<file path="src/rtl/alien_gfx_pkg.sv">
// Shared constants for the alien sprite renderer: sprite geometry, bitmap,
// colours and the drawer state encoding.
package alien_gfx_pkg;

  localparam int SPR_W_DEF = 8;
  localparam int SPR_H_DEF = 4;
  localparam int MASK_BITS = SPR_W_DEF * SPR_H_DEF;

  // Bit index is row*SPR_W + col; each byte below is one row, bit 0 = leftmost column.
  localparam logic [MASK_BITS-1:0] ALIEN_MASK = 32'hA5DB_7E3C;

  localparam logic [2:0] FG_COLOUR_DEF = 3'b010;
  localparam logic [2:0] BG_COLOUR_DEF = 3'b000;

  typedef enum logic [1:0] {
    S_IDLE  = 2'd0,
    S_ERASE = 2'd1,
    S_DRAW  = 2'd2
  } state_t;

  function automatic int cnt_width(input int n);
    return (n > 1) ? $clog2(n) : 1;
  endfunction

  function automatic logic alien_mask_bit(input int unsigned idx);
    if (idx < MASK_BITS) begin
      return 1'(ALIEN_MASK >> idx);
    end else begin
      return 1'b0;
    end
  endfunction

endpackage

</file>
<file path="src/rtl/sprite_scan_counter.sv">
// Row-major pixel scanner over a SPR_W x SPR_H rectangle; wraps to zero after
// the last pixel so consecutive passes need no explicit clear.
module sprite_scan_counter
  import alien_gfx_pkg::*;
#(
  parameter int SPR_W = SPR_W_DEF,
  parameter int SPR_H = SPR_H_DEF
) (
  input  logic                              clk,
  input  logic                              resetn,
  input  logic                              i_clr,
  input  logic                              i_en,
  output logic [cnt_width(SPR_W*SPR_H)-1:0] o_cnt,
  output logic [cnt_width(SPR_W)-1:0]       o_col,
  output logic [cnt_width(SPR_H)-1:0]       o_row,
  output logic                              o_last
);

  localparam int CW = cnt_width(SPR_W);
  localparam int RW = cnt_width(SPR_H);
  localparam int NW = cnt_width(SPR_W * SPR_H);

  logic [NW-1:0] r_cnt;
  logic [CW-1:0] r_col;
  logic [RW-1:0] r_row;
  logic          w_col_end;
  logic          w_last;

  assign w_col_end = (r_col == CW'(SPR_W - 1));
  assign w_last    = w_col_end && (r_row == RW'(SPR_H - 1));

  // col/row are kept alongside cnt so no divider is needed for the mod/div split
  always_ff @(posedge clk) begin
    if (!resetn || i_clr) begin
      r_cnt <= '0;
      r_col <= '0;
      r_row <= '0;
    end else if (i_en) begin
      if (w_last) begin
        r_cnt <= '0;
        r_col <= '0;
        r_row <= '0;
      end else if (w_col_end) begin
        r_cnt <= r_cnt + NW'(1);
        r_col <= '0;
        r_row <= r_row + RW'(1);
      end else begin
        r_cnt <= r_cnt + NW'(1);
        r_col <= r_col + CW'(1);
      end
    end
  end

  assign o_cnt  = r_cnt;
  assign o_col  = r_col;
  assign o_row  = r_row;
  assign o_last = w_last;

endmodule

</file>
<file path="src/rtl/alien_sprite_drawer.sv">
// Renders the alien sprite into the VGA plot port: erases the previous
// rectangle, then draws the bitmap at the new position, one pixel per clock.
module alien_sprite_drawer
  import alien_gfx_pkg::*;
#(
  parameter int         SPR_W     = SPR_W_DEF,
  parameter int         SPR_H     = SPR_H_DEF,
  parameter logic [2:0] FG_COLOUR = FG_COLOUR_DEF,
  parameter logic [2:0] BG_COLOUR = BG_COLOUR_DEF
) (
  input  logic       clk,
  input  logic       resetn,
  input  logic [7:0] pos_x,
  input  logic [6:0] pos_y,
  output logic [7:0] vga_x,
  output logic [6:0] vga_y,
  output logic [2:0] colour,
  output logic       plot,
  output logic       busy
);

  localparam int CW = cnt_width(SPR_W);
  localparam int RW = cnt_width(SPR_H);
  localparam int NW = cnt_width(SPR_W * SPR_H);

  state_t        r_state;
  logic [7:0]    r_pos_x;
  logic [6:0]    r_pos_y;
  logic [7:0]    r_cur_x;
  logic [6:0]    r_cur_y;
  logic [7:0]    r_new_x;
  logic [6:0]    r_new_y;
  logic          r_drawn;
  logic [7:0]    r_vga_x;
  logic [6:0]    r_vga_y;
  logic [2:0]    r_colour;
  logic          r_plot;
  logic          r_busy;

  logic          w_cnt_clr;
  logic          w_cnt_en;
  logic [NW-1:0] w_cnt;
  logic [CW-1:0] w_col;
  logic [RW-1:0] w_row;
  logic          w_last;
  logic          w_moved;
  logic          w_mask;
  logic [7:0]    w_erase_x;
  logic [6:0]    w_erase_y;
  logic [7:0]    w_draw_x;
  logic [6:0]    w_draw_y;

  sprite_scan_counter #(
    .SPR_W (SPR_W),
    .SPR_H (SPR_H)
  ) u_scan (
    .clk    (clk),
    .resetn (resetn),
    .i_clr  (w_cnt_clr),
    .i_en   (w_cnt_en),
    .o_cnt  (w_cnt),
    .o_col  (w_col),
    .o_row  (w_row),
    .o_last (w_last)
  );

  // Sampling stage is deliberately not reset so the first pass after reset uses the live position
  always_ff @(posedge clk) begin
    r_pos_x <= pos_x;
    r_pos_y <= pos_y;
  end

  assign w_cnt_clr = (r_state == S_IDLE);
  assign w_cnt_en  = (r_state == S_ERASE) || (r_state == S_DRAW);
  assign w_moved   = !r_drawn || ({r_pos_x, r_pos_y} != {r_cur_x, r_cur_y});
  assign w_mask    = alien_mask_bit(32'(w_cnt));

  // Coordinates wrap modulo 256 / 128; clipping is left to the adapter
  assign w_erase_x = r_cur_x + 8'(w_col);
  assign w_erase_y = r_cur_y + 7'(w_row);
  assign w_draw_x  = r_new_x + 8'(w_col);
  assign w_draw_y  = r_new_y + 7'(w_row);

  always_ff @(posedge clk) begin
    if (!resetn) begin
      r_state  <= S_IDLE;
      r_cur_x  <= 8'd0;
      r_cur_y  <= 7'd0;
      r_new_x  <= 8'd0;
      r_new_y  <= 7'd0;
      r_drawn  <= 1'b0;
      r_vga_x  <= 8'd0;
      r_vga_y  <= 7'd0;
      r_colour <= 3'd0;
      r_plot   <= 1'b0;
      r_busy   <= 1'b0;
    end else begin
      case (r_state)
        S_IDLE: begin
          r_plot <= 1'b0;
          r_busy <= 1'b0;
          if (w_moved) begin
            r_new_x <= r_pos_x;
            r_new_y <= r_pos_y;
            r_state <= r_drawn ? S_ERASE : S_DRAW;
          end
        end
        S_ERASE: begin
          r_plot   <= 1'b1;
          r_busy   <= 1'b1;
          r_colour <= BG_COLOUR;
          r_vga_x  <= w_erase_x;
          r_vga_y  <= w_erase_y;
          if (w_last) begin
            r_state <= S_DRAW;
          end
        end
        S_DRAW: begin
          r_plot   <= w_mask;
          r_busy   <= 1'b1;
          r_colour <= FG_COLOUR;
          r_vga_x  <= w_draw_x;
          r_vga_y  <= w_draw_y;
          if (w_last) begin
            r_cur_x <= r_new_x;
            r_cur_y <= r_new_y;
            r_drawn <= 1'b1;
            r_state <= S_IDLE;
          end
        end
        default: begin
          r_plot  <= 1'b0;
          r_busy  <= 1'b0;
          r_state <= S_IDLE;
        end
      endcase
    end
  end

  assign vga_x  = r_vga_x;
  assign vga_y  = r_vga_y;
  assign colour = r_colour;
  assign plot   = r_plot;
  assign busy   = r_busy;

endmodule

</file>
<file path="config.mk">
export PLATFORM = sky130hd
export DESIGN_NAME = alien_sprite_drawer
export DESIGN_NICKNAME = d
export VERILOG_FILES = /design/src/rtl/alien_gfx_pkg.sv /design/src/rtl/sprite_scan_counter.sv /design/src/rtl/alien_sprite_drawer.sv
export SDC_FILE = /design/constraint.sdc
export NUM_CORES = 1
export LEC_CHECK = 0
export CAP_MARGIN = 10
export CORE_UTILIZATION = 56
export DETAILED_ROUTE_END_ITERATION = 12
export PLACE_DENSITY = 0.76
export SLEW_MARGIN = 40
export SYNTH_ARGS = -nofsm -noshare
export SYNTH_HDL_FRONTEND = slang
export SYNTH_SLANG_ARGS = --single-unit
</file>
<file path="constraint.sdc">
create_clock -name clk -period 8 [get_ports clk]
set_input_delay 1.6 -clock clk [delete_from_list [all_inputs] [get_ports clk]]
set_output_delay 1.6 -clock clk [all_outputs]
set_load 0.02 [all_outputs]
</file>
==> results of run 1 <==
[registers in the layout, indices dropped and copies added, names as in the netlist]
name / flops
busy: 1
u_scan.o_cnt: 5
r_pos_y: 7
plot: 1
r_cur_y: 7
u_scan.o_row: 2
u_scan.o_col: 3
r_state: 2
r_new_y: 7
vga_x: 8
r_drawn: 1
r_new_x: 8
vga_y: 7
r_pos_x: 8
r_cur_x: 8
colour: 1
[worst max-delay path: stages, from the launching register on]
cell and delay, ns:
sky130_fd_sc_hd__dfxtp_1 0.33, sky130_fd_sc_hd__inv_1 0.11, sky130_fd_sc_hd__ha_1 0.45, sky130_fd_sc_hd__buf_4 0.32, sky130_fd_sc_hd__mux2_2 0.40, sky130_fd_sc_hd__ha_1 0.28, sky130_fd_sc_hd__a21o_1 0.10, sky130_fd_sc_hd__a21oi_1 0.10
sky130_fd_sc_hd__a2111oi_0 0.60, sky130_fd_sc_hd__or3_1 0.20, sky130_fd_sc_hd__nand3_1 0.06
[cell families after synthesis]
| logic type | Yosys count |
|---|---|
| other | 1 |
| flip-flops | 76 |
| AND/OR/NAND/NOR | 126 |
| multiplexers | 45 |
| XOR/XNOR | 29 |
| AO/OA/AOI/OAI | 40 |
| buffers and inverters | 29 |
| adder cells (fa/ha/maj) | 20 |
[cells in the final DEF (no fill, tap or decap), drive strengths merged, types with 2 or more instances in the layout]
| cell type | Yosys | layout |
|---|---|---|
| dfxtp | 76 | 76 |
| nand2 | 70 | 70 |
| mux2i | 38 | 38 |
| clkdlybuf4s50 | 0 | 33 |
| xnor2 | 23 | 23 |
| nor2 | 18 | 18 |
| ha | 18 | 18 |
| a21boi | 15 | 15 |
| clkbuf | 11 | 11 |
| nor2b | 10 | 10 |
| a21oi | 9 | 9 |
| inv | 8 | 8 |
| nand3 | 7 | 7 |
| mux2 | 6 | 6 |
| xor2 | 6 | 6 |
| nand4 | 5 | 5 |
| o21ai | 5 | 5 |
| nand3b | 4 | 4 |
| o211a | 4 | 4 |
| clkinv | 0 | 4 |
| buf | 10 | 3 |
| nor4 | 3 | 3 |
| nor3 | 2 | 2 |
| nand2b | 2 | 2 |
| o21a | 2 | 2 |
| or3 | 2 | 2 |
| fa | 2 | 2 |
| conb | 1 | 2 |
| and3 | 2 | 2 |
[through the flow]
stage               hold slack (ns)  setup slack [ns]
finish                        0.473              4.94
global route                  0.487              4.70
CTS                           0.478              4.95
detailed placement            0.465              5.01
global placement              0.461              4.78
floorplan                     0.445              5.19
[worst max-delay path by stage]
stage / endpoint / cells past startpoint / slack (ns) / startpoint
4_1_cts: vga_x[7]$_SDFFE_PN0P_ / 10 / 4.95 / r_state[0]$_SDFFE_PN0P_
3_3_place_gp: u_scan.o_cnt[0]$_SDFFE_PP0P_ / 4 / 4.78 / resetn
3_5_place_dp: vga_x[7]$_SDFFE_PN0P_ / 10 / 5.01 / r_state[0]$_SDFFE_PN0P_
6_report: vga_x[7]$_SDFFE_PN0P_ / 10 / 4.94 / r_state[0]$_SDFFE_PN0P_
5_1_grt: vga_x[7]$_SDFFE_PN0P_ / 10 / 4.70 / r_state[0]$_SDFFE_PN0P_
2_1_floorplan: vga_y[6]$_SDFFE_PN0P_ / 13 / 5.19 / r_state[0]$_SDFFE_PN0P_
[metal layers]
metal / track usage, % / share of wire (%) / up-vias
li1: - / - / 1273
met1: 29.4 / 48 / 1171
met2: 36.2 / 47 / 56
met3: 5.39 / 3.6 / 12
met4: 8.93 / 2.0 / 0
met5: 0 / 0 / -
[final cells by class]
type,count,area (um^2)
Inverter,8,30.0
Multi-Input combinational cell,262,1860
Clock buffer,11,151
Fill cell,481,1930
Tap cell,75,93.8
Sequential cell,76,1520
Clock inverter,5,50.0
Timing Repair Buffer,36,353
[where the power goes]
group          internal, mW  switching [mW]  total (mW)
Clock                 0.159           0.137       0.296
Combinational        0.0519          0.0550       0.107
Sequential            0.396          0.0135       0.410
==> impl_metrics.toml, run 1 <==
[synth]
synth_top_family_by_area = "simple AND/OR/NAND/NOR gates"
post_synth_inst_count = 366
synth-edff-count = 0
synth_most_common_cell = "sky130_fd_sc_hd__dfxtp_1"
dominantRegCellSynth = "sky130_fd_sc_hd__dfxtp_1"
synth_top_cells_by_area = "sky130_fd_sc_hd__dfxtp_1 43%, sky130_fd_sc_hd__mux2i_1 11%, sky130_fd_sc_hd__nand2_1 7.5%, sky130_fd_sc_hd__ha_1 6.4%, sky130_fd_sc_hd__xnor2_1 5.7%"
synth.lib_cells_used.distinct = 41
avgSynthCellArea_um2 = 9.63
synth_warnings = 0
post_synthesis_async_set_or_reset_flop_share_pct = 0
synthTopCellsByCount = "76 x sky130_fd_sc_hd__dfxtp_1, 70 x sky130_fd_sc_hd__nand2_1, 38 x sky130_fd_sc_hd__mux2i_1"
synth.area.mux_share_pct = 13.3
synth_largest_area_cell = "sky130_fd_sc_hd__dfxtp_1"
synth.cell_area_um2 = 3520
post_synth_simple_gate_area_pct = 16.5
post_synth_xor_area_fraction_pct = 7.21
synth.top_cell.area_share_pct = 43.2
synth-compound-area-share_pct = 7.95
synth-seq-cells = 76
synth_adder_area_share_pct = 7.53
synth_sequential_area_ratio_pct = 43.2

[critical_path]
path_class = "flop to flop"
worstPathRequired_ns = 8.24
worstPathMaxFanout = 16
crit-reg2reg-capture = "vga_x[7]$_SDFFE_PN0P_"
worst_setup_path_end_kind = "flop"
timing.critical_path.arrival_ns = 3.30
worst-r2r-setup-slack_ns = 4.94
regToRegStartpoint = "r_state[0]$_SDFFE_PN0P_"
setup.worst_path.start_class = "flop"
ff2ff_path_depth = 10

[timing]
finalSetupViolCount = 0
hold_violations = 0
worst_clock_skew_ns = 0.00621
worst_max_slew_pin_slew_ns = 0.733
setup_tns_ns = 0
slew_headroom_pct = 49.9
fin_crit_sh_pct = 38.3
final_period_minus_worst_setup_slack_ns = 3.06
rsz0062_at_grt = "false"
achievable-frequency_mhz = 326
report.final.slew_viol_count = 0

[min_path]
timing.hold.worst.start = "r_pos_y[6]$_DFF_P_"
worstHoldEndpoint = "r_new_y[6]$_SDFFE_PN0P_"
hold_depth = 2
worstHoldPathType = "flop to flop"

[cts]
h-tree-depth = 3
later_pin_clock_latency_in_the_skew_report_ns = 0.35
clock_sink_count = 76
clkTransAtPathRegs_ns = 0.07
ctsResizeCount = 0
cts-buffers-inserted = 9
number_of_hold_buffers_added_after_cts = 0
cts_setup_buffers = 0
root_buffer = "sky130_fd_sc_hd__clkbuf_8"
cts.path.max_buffers = 2
cts_tree = "yes"

[die]
num_io_pins = 37
floorplan.die_area_um2 = 6620
dieHeight_um = 81.3
fp.coreArea_um2 = 5990
fp.dieW_um = 81.3
num_rows = 28
initial_utilization_pct = 58.8

[route]
vias_per_cell = 5.31
drt-wirelength-per-cell_um = 14.2
drcViolationCount = 0
route.final.wire_length_mm = 6.70
drt_first_pass_iters = 4
ant_nets = 0
vias = 2512
dr.first_iter.drc_count = 167

[final_layout]
area.growth.synth_to_final_pct = 15.3
diodes_inserted = 0
finished_layout_cell_area_um2 = 4060
layout.cells.non_filler = 473
nets = 430
drive_gt1_share_pct = 7.54
final_core_utilization_pct = 67.8

[power]
p_per_area_nw_per_um2 = 200
power.ir.vdd_worst_mv = 0.117
leakagePower_nw = 1.64
fin_total_pwr_uw = 813

[global_routing]
number_of_global_route_vias_before_repair = 2357
grt_antenna_before_repair = 0
gr-total-overflow = 0
largest_net_degree_at_the_start_of_global_routing = 67
first_pass_grt_wire_length_mm = 11.0
grt_usage_pct = 22.7

[placement]
placement.io_buffers = 34
routabilityCongestion = 0.736
placed_cells = 457
placement.cell_area_um2 = 3860
detailedPlacementHpwl_mm = 4.63

[status]
outcome = "finished, final reports clean"

[flow_run]
cap_violations = 0
No activity file was read; power rests on OpenSTA's default activity.
==> run 2, diff against run 1 <==
==> constraint.sdc (replaced) <==
create_clock -name clk -period 3.01 [get_ports clk]
set_input_delay 0.602 -clock clk [delete_from_list [all_inputs] [get_ports clk]]
set_output_delay 0.602 -clock clk [all_outputs]
set_load 0.02 [all_outputs]
==> impl_metrics.toml, run 2 (same netlist as run 1, synthesis figures left out) <==
[status]
outcome = "finished, final reports clean"

[global_routing]
globalRouteMet1Util_pct = 30.0
grt_util_met2_pct = 35.3
grt.busiest_layer = "met2"
number_of_global_route_vias_before_repair = 2411
largest_net_degree_at_the_start_of_global_routing = 42
first_pass_grt_wire_length_mm = 11.1
gr-total-overflow = 0
use_met3_pct = 5.17
grt_antenna_before_repair = 0
grt_usage_pct = 22.8

[timing]
rsz0062_at_grt = "false"
slew_headroom_pct = 55.8
worst_clock_skew_ns = 0.00551
report.final.slew_viol_count = 0
setup_tns_ns = 0
final_period_minus_worst_setup_slack_ns = 2.62
finalSetupViolCount = 0
fin_crit_sh_pct = 87.1
worst_max_slew_pin_slew_ns = 0.663
achievable-frequency_mhz = 381
hold_violations = 0

[final_layout]
nets = 433
final_cell_mix = "76 x sky130_fd_sc_hd__dfxtp_1, 70 x sky130_fd_sc_hd__nand2_1, 38 x sky130_fd_sc_hd__mux2i_1"
fillerInstances = 483
final_core_utilization_pct = 67.5
drive_gt1_share_pct = 7.50
diodes_inserted = 0
area.growth.synth_to_final_pct = 14.8
layout.cells.most_common = "sky130_fd_sc_hd__dfxtp_1"

[critical_path]
worstPathRequired_ns = 3.25
critical_path.max_stage_delay_ns = 0.40
ff2ff_path_depth = 11
setup.worst_path.start_class = "flop"
worst_setup_path_end_kind = "flop"
crit-reg2reg-capture = "vga_x[6]$_SDFFE_PN0P_"
timing.critical_path.to = "vga_x[6]$_SDFFE_PN0P_"
critPathMostFrequentCell = "sky130_fd_sc_hd__ha_1"
startpoint = "r_state[0]$_SDFFE_PN0P_"
critPathSlowestCell = "sky130_fd_sc_hd__fa_1"
timing.critical_path.arrival_ns = 2.86
worstPathMaxFanout = 16
path_cells = "inv_1 > ha_1 > buf_4 > mux2_2 > ha_1 > fa_1 > a21oi_1 > nor4_1 > xnor2_1 > mux2i_1 > nor2b_1"
worst-r2r-setup-slack_ns = 0.39
regToRegStartpoint = "r_state[0]$_SDFFE_PN0P_"
path_class = "flop to flop"

[cts]
cts_setup_buffers = 0
cts.path.max_buffers = 2
ctsResizeCount = 0
clock_sink_count = 76
cts-buffers-inserted = 9
later_pin_clock_latency_in_the_skew_report_ns = 0.35
clkTransAtPathRegs_ns = 0.07
number_of_hold_buffers_added_after_cts = 0
cts_tree = "yes"
h-tree-depth = 3
root_buffer = "sky130_fd_sc_hd__clkbuf_8"

[die]
num_rows = 28
dieHeight_um = 81.3
fp.dieW_um = 81.3
fp.coreArea_um2 = 5990
floorplan.die_area_um2 = 6620
num_io_pins = 37
initial_utilization_pct = 58.8

[power]
leakagePower_nw = 1.63
p_per_area_nw_per_um2 = 510
power.ir.vdd_worst_mv = 0.393

[route]
drcViolationCount = 0
ant_nets = 0
drt_first_pass_iters = 4
route.final.wire_length_mm = 6.63
dr.first_iter.drc_count = 103
vias = 2563
drt-wirelength-per-cell_um = 14.0
vias_per_cell = 5.40

[min_path]
worstHoldPathType = "flop to flop"

[placement]
placement.io_buffers = 34
detailedPlacementHpwl_mm = 4.75
routabilityCongestion = 0.782

[flow_run]
cap_violations = 0
==> run 2: changes by cell type in the layout (fill, tap and decap cells not counted), sizes merged <==
cell / delta
bufinv: -1
clkinv: -2
clkbuf: +2
buf: +3
==> run 2: critical path: cells and delay by family (launching register included) <==
kind                     cells  cell delay, ns
AO/OA/AOI/OAI                1            0.20
XOR/XNOR                     1            0.15
adder cells (fa/ha/maj)      3            0.82
buffers and inverters        2            0.35
flip-flops                   1            0.33
multiplexers                 2            0.51
AND/OR/NAND/NOR              2            0.15
==> run 2: area by class of cell <==
cell class	instances	area, um^2	area share [%]
Multi-Input combinational cell	262	1860	45.9
Sequential cell	76	1520	37.6
Timing Repair Buffer	39	373	9.21
Clock buffer	13	159	3.93
Tap cell	75	93.8	2.32
Inverter	8	30.0	0.742
Clock inverter	2	10.0	0.247
==> run 2: power breakdown <==
group,total (mW),switching (mW),internal [mW]
clock,0.686,0.348,0.338
sequential,1.09,0.0358,1.05
combinational,0.289,0.148,0.141
==> run 2: how the worst min path moves through the flow <==
stage | slack [ns] | end | depth (start not counted) | from
floorplan | 0.44 | r_new_x[0]$_SDFFE_PN0P_ | 2 | r_new_x[0]$_SDFFE_PN0P_
global placement | 0.46 | r_new_y[6]$_SDFFE_PN0P_ | 2 | r_pos_y[6]$_DFF_P_
detailed placement | 0.47 | vga_x[2]$_SDFFE_PN0P_ | 1 | vga_x[2]$_SDFFE_PN0P_
CTS | 0.48 | r_new_y[6]$_SDFFE_PN0P_ | 2 | r_pos_y[6]$_DFF_P_
global route | 0.49 | r_new_y[6]$_SDFFE_PN0P_ | 2 | r_pos_y[6]$_DFF_P_
finish | 0.48 | r_new_y[6]$_SDFFE_PN0P_ | 2 | r_pos_y[6]$_DFF_P_
==> run 2: metrics by stage <==
stage | setup WS [ns] | hold slack, ns | area, um^2 | power, mW | std cells
floorplan | 0.196 | 0.445 | 3530 | 1.32 | 367
global placement | 0.498 | 0.458 | 3880 | 1.39 | 460
detailed placement | 0.398 | 0.465 | 3880 | 1.40 | 460
CTS | 0.388 | 0.479 | 4050 | 2.08 | 475
global route | 0.192 | 0.490 | 4050 | 2.15 | 475
finish | 0.388 | 0.477 | 4050 | 2.06 | 475
==> run 2: routing by layer <==
layer | up-vias | part of all wire (%)
met5 | - | 0
met4 | 0 | 1.6
met3 | 12 | 4.7
met2 | 60 | 46
met1 | 1216 | 48
li1 | 1275 | -
